==> config.mk <==
export PLATFORM = sky130hd
export DESIGN_NAME = restoring_divider
export DESIGN_NICKNAME = d
export VERILOG_FILES = /design/src/rtl/restoring_divider.sv
export SDC_FILE = /design/constraint.sdc
export NUM_CORES = 1
export LEC_CHECK = 0
export ABC_AREA = 1
export CORE_MARGIN = 4
export CORE_UTILIZATION = 40
export CTS_BUF_LIST = sky130_fd_sc_hd__clkbuf_2 sky130_fd_sc_hd__clkbuf_4 sky130_fd_sc_hd__clkbuf_8
export DETAILED_ROUTE_END_ITERATION = 6
export SLEW_MARGIN = 20
export SYNTH_ARGS = -nofsm -noshare
export SYNTH_HDL_FRONTEND = slang
export SYNTH_SLANG_ARGS = --single-unit
==> constraint.sdc <==
create_clock -name clk -period 3.21 [get_ports clk]
set_clock_uncertainty 0.2 [all_clocks]
set_input_delay 0.321 -clock clk [delete_from_list [all_inputs] [get_ports clk]]
set_output_delay 0.321 -clock clk [all_outputs]
set_load 0.005 [all_outputs]
==> src/rtl/restoring_divider.sv <==
// Sequential unsigned restoring divider: 2N-bit dividend / N-bit divisor.
// Produces one quotient bit per clock behind a start/done handshake.
// A zero divisor takes a single pass through RUN and returns an all-ones
// quotient, the low dividend byte as remainder, and the div_by_zero flag.
module restoring_divider #(
  parameter int N = 8
) (
  input  logic           clk,
  input  logic           rst,
  input  logic           start,
  input  logic [2*N-1:0] dividend,
  input  logic [N-1:0]   divisor,
  output logic           busy,
  output logic           done,
  output logic [2*N-1:0] quotient,
  output logic [N-1:0]   remainder,
  output logic           div_by_zero
);

  localparam int CNT_W = $clog2(2 * N);
  localparam logic [CNT_W-1:0] CNT_LAST = CNT_W'(2 * N - 1);

  typedef enum logic [1:0] {
    S_IDLE,
    S_RUN,
    S_DONE
  } state_t;

  state_t           state, state_nxt;
  logic [N:0]       r;        // partial remainder
  logic [2*N-1:0]   q;        // dividend shifted out, quotient shifted in
  logic [N-1:0]     d;        // latched divisor
  logic [CNT_W-1:0] cnt;
  logic             zero_div; // latched "divisor was zero" for the short pass

  logic [N:0]       shifted;
  logic [N:0]       trial;
  logic             borrow;
  logic             accept;
  logic             last_iter;

  // Trial subtraction of the divisor from the shifted partial remainder.
  // Since r < d before the shift, a non-negative difference always fits in
  // N bits, so the MSB of the N+1-bit result is exactly the borrow.
  assign shifted   = {r[N-1:0], q[2*N-1]};
  assign trial     = shifted - {1'b0, d};
  assign borrow    = trial[N];
  assign accept    = (state == S_IDLE) && start;
  assign last_iter = (cnt == CNT_LAST);

  assign busy = (state != S_IDLE);
  assign done = (state == S_DONE);

  // State register.
  always_ff @(posedge clk) begin
    if (rst) state <= S_IDLE;
    else     state <= state_nxt;
  end

  // Next-state logic; DONE always lasts exactly one cycle and ignores start.
  always_comb begin
    state_nxt = state;
    case (state)
      S_IDLE: if (start) state_nxt = S_RUN;
      S_RUN:  if (zero_div || last_iter) state_nxt = S_DONE;
      S_DONE: state_nxt = S_IDLE;
      default: state_nxt = S_IDLE;
    endcase
  end

  // Working datapath: loaded on acceptance, one shift-subtract step per RUN cycle.
  always_ff @(posedge clk) begin
    if (accept) begin
      q        <= dividend;
      r        <= '0;
      d        <= divisor;
      zero_div <= (divisor == '0);
    end else if (state == S_RUN) begin
      if (!borrow) begin
        r <= trial;
        q <= {q[2*N-2:0], 1'b1};
      end else begin
        r <= shifted;
        q <= {q[2*N-2:0], 1'b0};
      end
    end
  end

  // Iteration counter and result registers; results change only on completion.
  always_ff @(posedge clk) begin
    if (rst) begin
      cnt         <= '0;
      quotient    <= '0;
      remainder   <= '0;
      div_by_zero <= 1'b0;
    end else if (accept) begin
      cnt <= '0;
    end else if (state == S_RUN) begin
      cnt <= cnt + 1'b1;
      if (zero_div) begin
        quotient    <= '1;
        remainder   <= q[N-1:0];
        div_by_zero <= 1'b1;
      end else if (last_iter) begin
        quotient    <= {q[2*N-2:0], ~borrow};
        remainder   <= borrow ? shifted[N-1:0] : trial[N-1:0];
        div_by_zero <= 1'b0;
      end
    end
  end

endmodule

==> metrics.yaml, run 1 <==
p_per_area_nw_per_um2: 617.6
fin_setup_tns_ps: 0
final_common_cell: "nand2_1"
grt_max_degree: 40
die_area_um2: 9200
crit_top_cell: "nand2_1"
hp-class: "reg -> reg"
reg2reg_from: "q[15]"
syn_area_per_cell_um2: 8.588
fill_cells: 746
placementRows: 31
totalWireLength_mm: 6.995
area_growth_pct: 25.54
syn_nets: 397
antenna_left: 0
antenna_found_initial: 0
syn_inst: 360
antenna_cells: 0
cts_buffer_depth: 2
drive_gt1_share_pct: 11.22
cts_sinks: 64
cp-end-kind: "register"
final_cell_mix: "nand2_1 (62), inv_1 (55), clkdlybuf4s50_1 (53), dfxtp_1 (39), o21ai_0 (36)"
dr.pass1.iters: 4
drv_cap: 0
vias_per_cell: 4.822
peakVddDrop_mv: 0.3511
max_freq_mhz: 403.8
cp.arrival_ps: 2460
grt_overflow_total: 0
post_cts_resized: 0
post_cts_buffers: 0
seq_area_frac_synth_pct: 49.53
critPathKind: "reg -> reg"
synth_area_um2: 3092
routabilityCongestion: 0.8639
rsz0062_at_grt: "false"
hold_viol_final: 0
cts_root_buffer: "clkbuf_8"
route.vias.total: 2498
cts_made_buffers: 9
clk_pin_slew_ps: 70
fin_cells: 518
slowest_delay_ps: 400
slew_headroom_pct: 41.85
finalSetupViolCount: 0
ys_types: 35
die_h_um: 95.92
routedWlPerCell_um: 13.50
grt_use_total_pct: 16.56
maxSlewViolCount: 0
initial_core_util_pct: 41.95
hold_start: "div_by_zero"
ys_ff_latch: 64
cp_cell_sequence: "inv_1, ha_1, fa_1, inv_1, nand2_1, nand2_1, nand3_2, nand3_2, nand2_2, nand2_1, nand2_2, nand2_1, o21ai_0"
die_w_um: 95.92
critPathLaunchType: "register"
dp.cells: 502
ios: 54
first_global_vias: 2439
p_leak_nw: 1.694
critPathMaxFanout: 11
cp-startpoint: "q[15]"
slowest_stage: "fa_1"
clk_latency_ps: 340
ys_warn_count: 0
post-route-min-period_ps: 2477
core_um2: 7370
hpwl_mm: 5.085
cp_data_required_time_ps: 3190
cts_tree: "yes"
cts_hold_repair.buffers: 0
final_nets: 451
drt-initial-drc-count: 175
period_share_pct: 77.16
io_buffers: 53
grt_pass1_wl_mm: 11.45
htreeDepth: 3
remaining_drc_errors: 0
outcome: "finished clean"
tightest_slew_ps: 871.3
## metrics by stage
step | setup slack (ps) | utilization (%) | power [mW] | hold slack (ps) | area (um^2)
floorplan | 1145 | - | 1.550 | 219.9 | 3092
global placement | 841.7 | 50.00 | 1.726 | 256.4 | 3685
detailed placement | 748.6 | 50.00 | 1.731 | 272.0 | 3685
CTS | 734.1 | 52.67 | 2.423 | 281.2 | 3881
global route | 537.8 | 52.67 | 2.559 | 311.0 | 3881
finish | 733.3 | 52.67 | 2.397 | 277.0 | 3881
## final timing paths
path	end	slack (ps)	depth (start not counted)
max	r[7]	730	13
min	div_by_zero	280	2
max reg2reg	r[7]	730	13
min reg2reg	div_by_zero	280	2
## synth_stat cells (all sizes together)
| cell type | n | area [um^2] |
|---|---|---|
| a21oi | 28 | 155.2 |
| a31o | 2 | 17.52 |
| a31oi | 3 | 18.77 |
| and2 | 1 | 6.260 |
| buf | 6 | 53.79 |
| clkbuf | 6 | 22.52 |
| dfxtp | 39 | 780.8 |
| edfxtp | 25 | 750.7 |
| fa | 1 | 20.02 |
| ha | 9 | 112.6 |
| inv | 57 | 214.0 |
| nand2 | 70 | 292.8 |
| nand3 | 39 | 252.8 |
| nand3b | 1 | 20.02 |
| nand4 | 1 | 6.260 |
| nor2 | 26 | 116.4 |
| nor3 | 1 | 5.000 |
| nor3b | 1 | 7.510 |
| nor4 | 2 | 12.51 |
| o211ai | 1 | 7.510 |
| o21ai | 36 | 180.2 |
| or2 | 2 | 12.52 |
| xor2 | 3 | 26.28 |
## per-layer routing
metal	GRT usage (%)	share of wire, %
met2	25.25	45
met3	5.395	5.8
met1	21.59	47
met4	6.872	2.0
met5	0	0
## critical path, delay by kind of cell, from the launching register on
family / cells / cell delay (ps)
AOI/OAI and AO/OA: 1 / 80
adders and majority gates: 2 / 620
buffers and inverters: 2 / 130
DFF: 1 / 330
and+or+nand+nor: 8 / 960
## area by class of cell
cell class	instances	area (um^2)	share of cell area [%]
inverter	57	214.0	5.513
timing repair buffer	55	545.5	14.06
sequential	64	1531	39.46
clock buffer	10	137.6	3.546
clock inverter	6	58.81	1.515
multi-input combinational	227	1270	32.72
tap	99	123.9	3.191
## registers in the layout, indices dropped and copies added, names as in the netlist
register and flops:
q 16, r 8, div_by_zero 1, remainder 8, d 8, zero_div 1
cnt 4, state 2, quotient 16
## power by group
group | switching, mW | total, mW | leakage (nW) | internal (mW)
registers | 0.0583 | 1.01 | 0.563 | 0.953
logic | 0.427 | 0.702 | 1.04 | 0.276
clock network | 0.309 | 0.683 | 0.0957 | 0.374
## logic make-up after synthesis
family	share of synthesized area [%]
compound gates	12.26
xor+xnor	0.8500
fa+ha+maj	4.290
buf+inv	9.389
flops	49.53
simple gates	23.68
(Power assumes the default switching activity.)
==> run 2: changes to the inputs <==
Settings changed: PLACE_DENSITY set to 0.66.
Clock period 3.21 ns to 2.1 ns, I/O delays scaled along.
==> metrics.yaml, run 2 (synthesis results as in run 1) <==
outcome: "finished clean"
final_common_cell: "nand2_1"
slew_headroom_pct: 74.32  # +32 points
cts_tree: "yes"
rr_endpoint: "r[3]"
core_um2: 7370  # unchanged
routabilityCongestion: 0.8933  # +3.4%
hold_viol_final: 0  # unchanged
p_per_area_nw_per_um2: 951.0  # +54%
dr.pass1.iters: 4  # unchanged
seqCellArea_um2: 1531  # unchanged
final_cell_mix: "nand2_1 (60), inv_1 (55), clkdlybuf4s50_1 (53), dfxtp_1 (39), o21ai_0 (35)"
rsz0062_at_grt: "true"
drv_cap: 0  # unchanged
cp_data_required_time_ps: 2110  # -1080 ps
fin_ws_ps: 26.28  # -707.0 ps
routedWlPerCell_um: 13.52  # +0.12%
critPathMaxFanout: 9  # -2
tightest_slew_ps: 384.8  # -486.5 ps
hpwl_mm: 5.350  # +5.2%
hp-class: "in -> reg"
cp-startpoint: "d[0]"
area_growth_pct: 32.86
initial_core_util_pct: 41.95  # unchanged
p_sw_mw: 1.305  # +64%
clk_pin_slew_ps: 70  # about the same
htreeDepth: 3  # unchanged
max_freq_mhz: 482.2  # +19%
cts_made_buffers: 9  # unchanged
grt_use_total_pct: 16.54  # -0.019 points
cts_root_buffer: "clkbuf_8"
cts_buffer_depth: 2  # unchanged
placementRows: 31  # unchanged
largestRegisters: "q: 16 flops, quotient: 16 flops"
totalWireLength_mm: 7.233  # +3.4%
rrSetupSlack_ps: 30  # -710 ps
grt_overflow_total: 0  # unchanged
critPathKind: "reg -> reg"
post_cts_buffers: 0  # unchanged
drt-initial-drc-count: 119  # -32%
dp_slack_ps: -51.29  # -799.9 ps
die_h_um: 95.92  # unchanged
grt_max_degree: 23  # -43%
final_nets: 468  # +3.8%
grt_pass1_wl_mm: 11.68  # +2.0%
cts_sinks: 64  # unchanged
ios: 54  # unchanged
dpl_cell_area_um2: 3825  # +3.8%
post-route-min-period_ps: 2074  # -403.0 ps
route.vias.total: 2619  # +4.8%
reg2reg_from: "d[0]"
vias_per_cell: 4.895  # +1.5%
remaining_drc_errors: 0  # unchanged
antenna_found_initial: 0  # unchanged
fill_cells: 695  # -6.8%
cp.arrival_ps: 2090  # -370 ps
die_w_um: 95.92  # unchanged
total_power_mw: 3.906  # +63%
power.share.switching_pct: 33.39  # +0.26 points
p_int_mw: 2.602  # +62%
finalSetupViolCount: 0  # unchanged
period_share_pct: 98.75  # +22 points
p_comb_share_pct: 34.0  # +4.7 points
power_frac_clock_pct: 26.6  # -1.9 points
p_seq_share_pct: 39.4  # -2.8 points
rr_worst_depth: 11  # -2
io_buffers: 53  # unchanged
endpoint: "r[3]"
hold_slack_ps: 260.6  # -16.36 ps
antenna_left: 0  # unchanged
maxSlewViolCount: 0  # unchanged
antenna_cells: 0  # unchanged
p_leak_nw: 1.801  # +6.3%
finish.instance_area_um2: 4108  # +5.8%
cp-end-kind: "register"
clk_latency_ps: 330  # about the same
peakVddDrop_mv: 0.5101  # +45%
multi_input_area_um2: 1349  # +6.2%
die_area_um2: 9200  # unchanged
critPathLaunchType: "register"
first_global_vias: 2504  # +2.7%
drive_gt1_share_pct: 17.20  # +6.0 points
run 2: critical path: stages (launching register included):
cell and delay, ps:
edfxtp_1 380, ha_2 200, fa_2 330, inv_1 60, nand2_1 50, nand2_2 90
nand3_4 90, nand3_4 120, buf_12 150, nand3_2 110, nand3_2 90, o21ai_0 80
run 2: through the flow:
stage / setup TNS (ps) / cells / util, %
2_1_floorplan: 0 / 360 / -
3_5_place_dp: -417.3 / 519 / 51.90
5_1_grt: -650.1 / 535 / 55.74
6_report: 0 / 535 / 55.74
4_1_cts: 0 / 535 / 54.99
3_3_place_gp: 0 / 519 / 51.90
run 2: worst min path at each step:
stage                     start     endpoint  depth (start not counted)
finish               divisor[7]         d[7]                          1
global route         divisor[7]         d[7]                          1
CTS                  divisor[7]         d[7]                          1
detailed placement  div_by_zero  div_by_zero                          2
global placement    quotient[2]  quotient[2]                          2
floorplan            divisor[0]         d[0]                          0
run 2: final cells by class:
| cell class | instances | share of cell area [%] |
|---|---|---|
| Timing Repair Buffer | 72 | 17.00 |
| Multi-Input combinational cell | 227 | 32.84 |
| Clock buffer | 12 | 3.564 |
| Sequential cell | 64 | 37.28 |
| Inverter | 57 | 5.209 |
| Tap cell | 99 | 3.016 |
| Clock inverter | 4 | 1.097 |
run 2: routing by layer:
metal	track usage (%)	vias to the layer above	share of wire, %
li1	-	1328	-
met4	6.991	0	2.5
met3	3.597	14	5.4
met5	0	-	0
met2	25.94	75	47
met1	22.03	1202	46
run 2: power by group through the flow:
| stage | combinational [mW] | clock (mW) | sequential [mW] |
|---|---|---|---|
| 2_1_floorplan | 0.827 | 0 | 1.54 |
| 3_3_place_gp | 1.17 | 0 | 1.56 |
| 3_5_place_dp | 1.19 | 0 | 1.56 |
| 4_1_cts | 1.24 | 1.06 | 1.54 |
| 5_1_grt | 1.47 | 1.11 | 1.56 |
| 6_report | 1.33 | 1.04 | 1.54 |
run 2: timing repair:
item                                   4_1_cts  5_1_grt
endpoints found under the hold margin        0        0
resized for setup                            8       12
hold buffers                                 0        0
pin swaps                                    2        3
setup endpoints to repair                   18       18
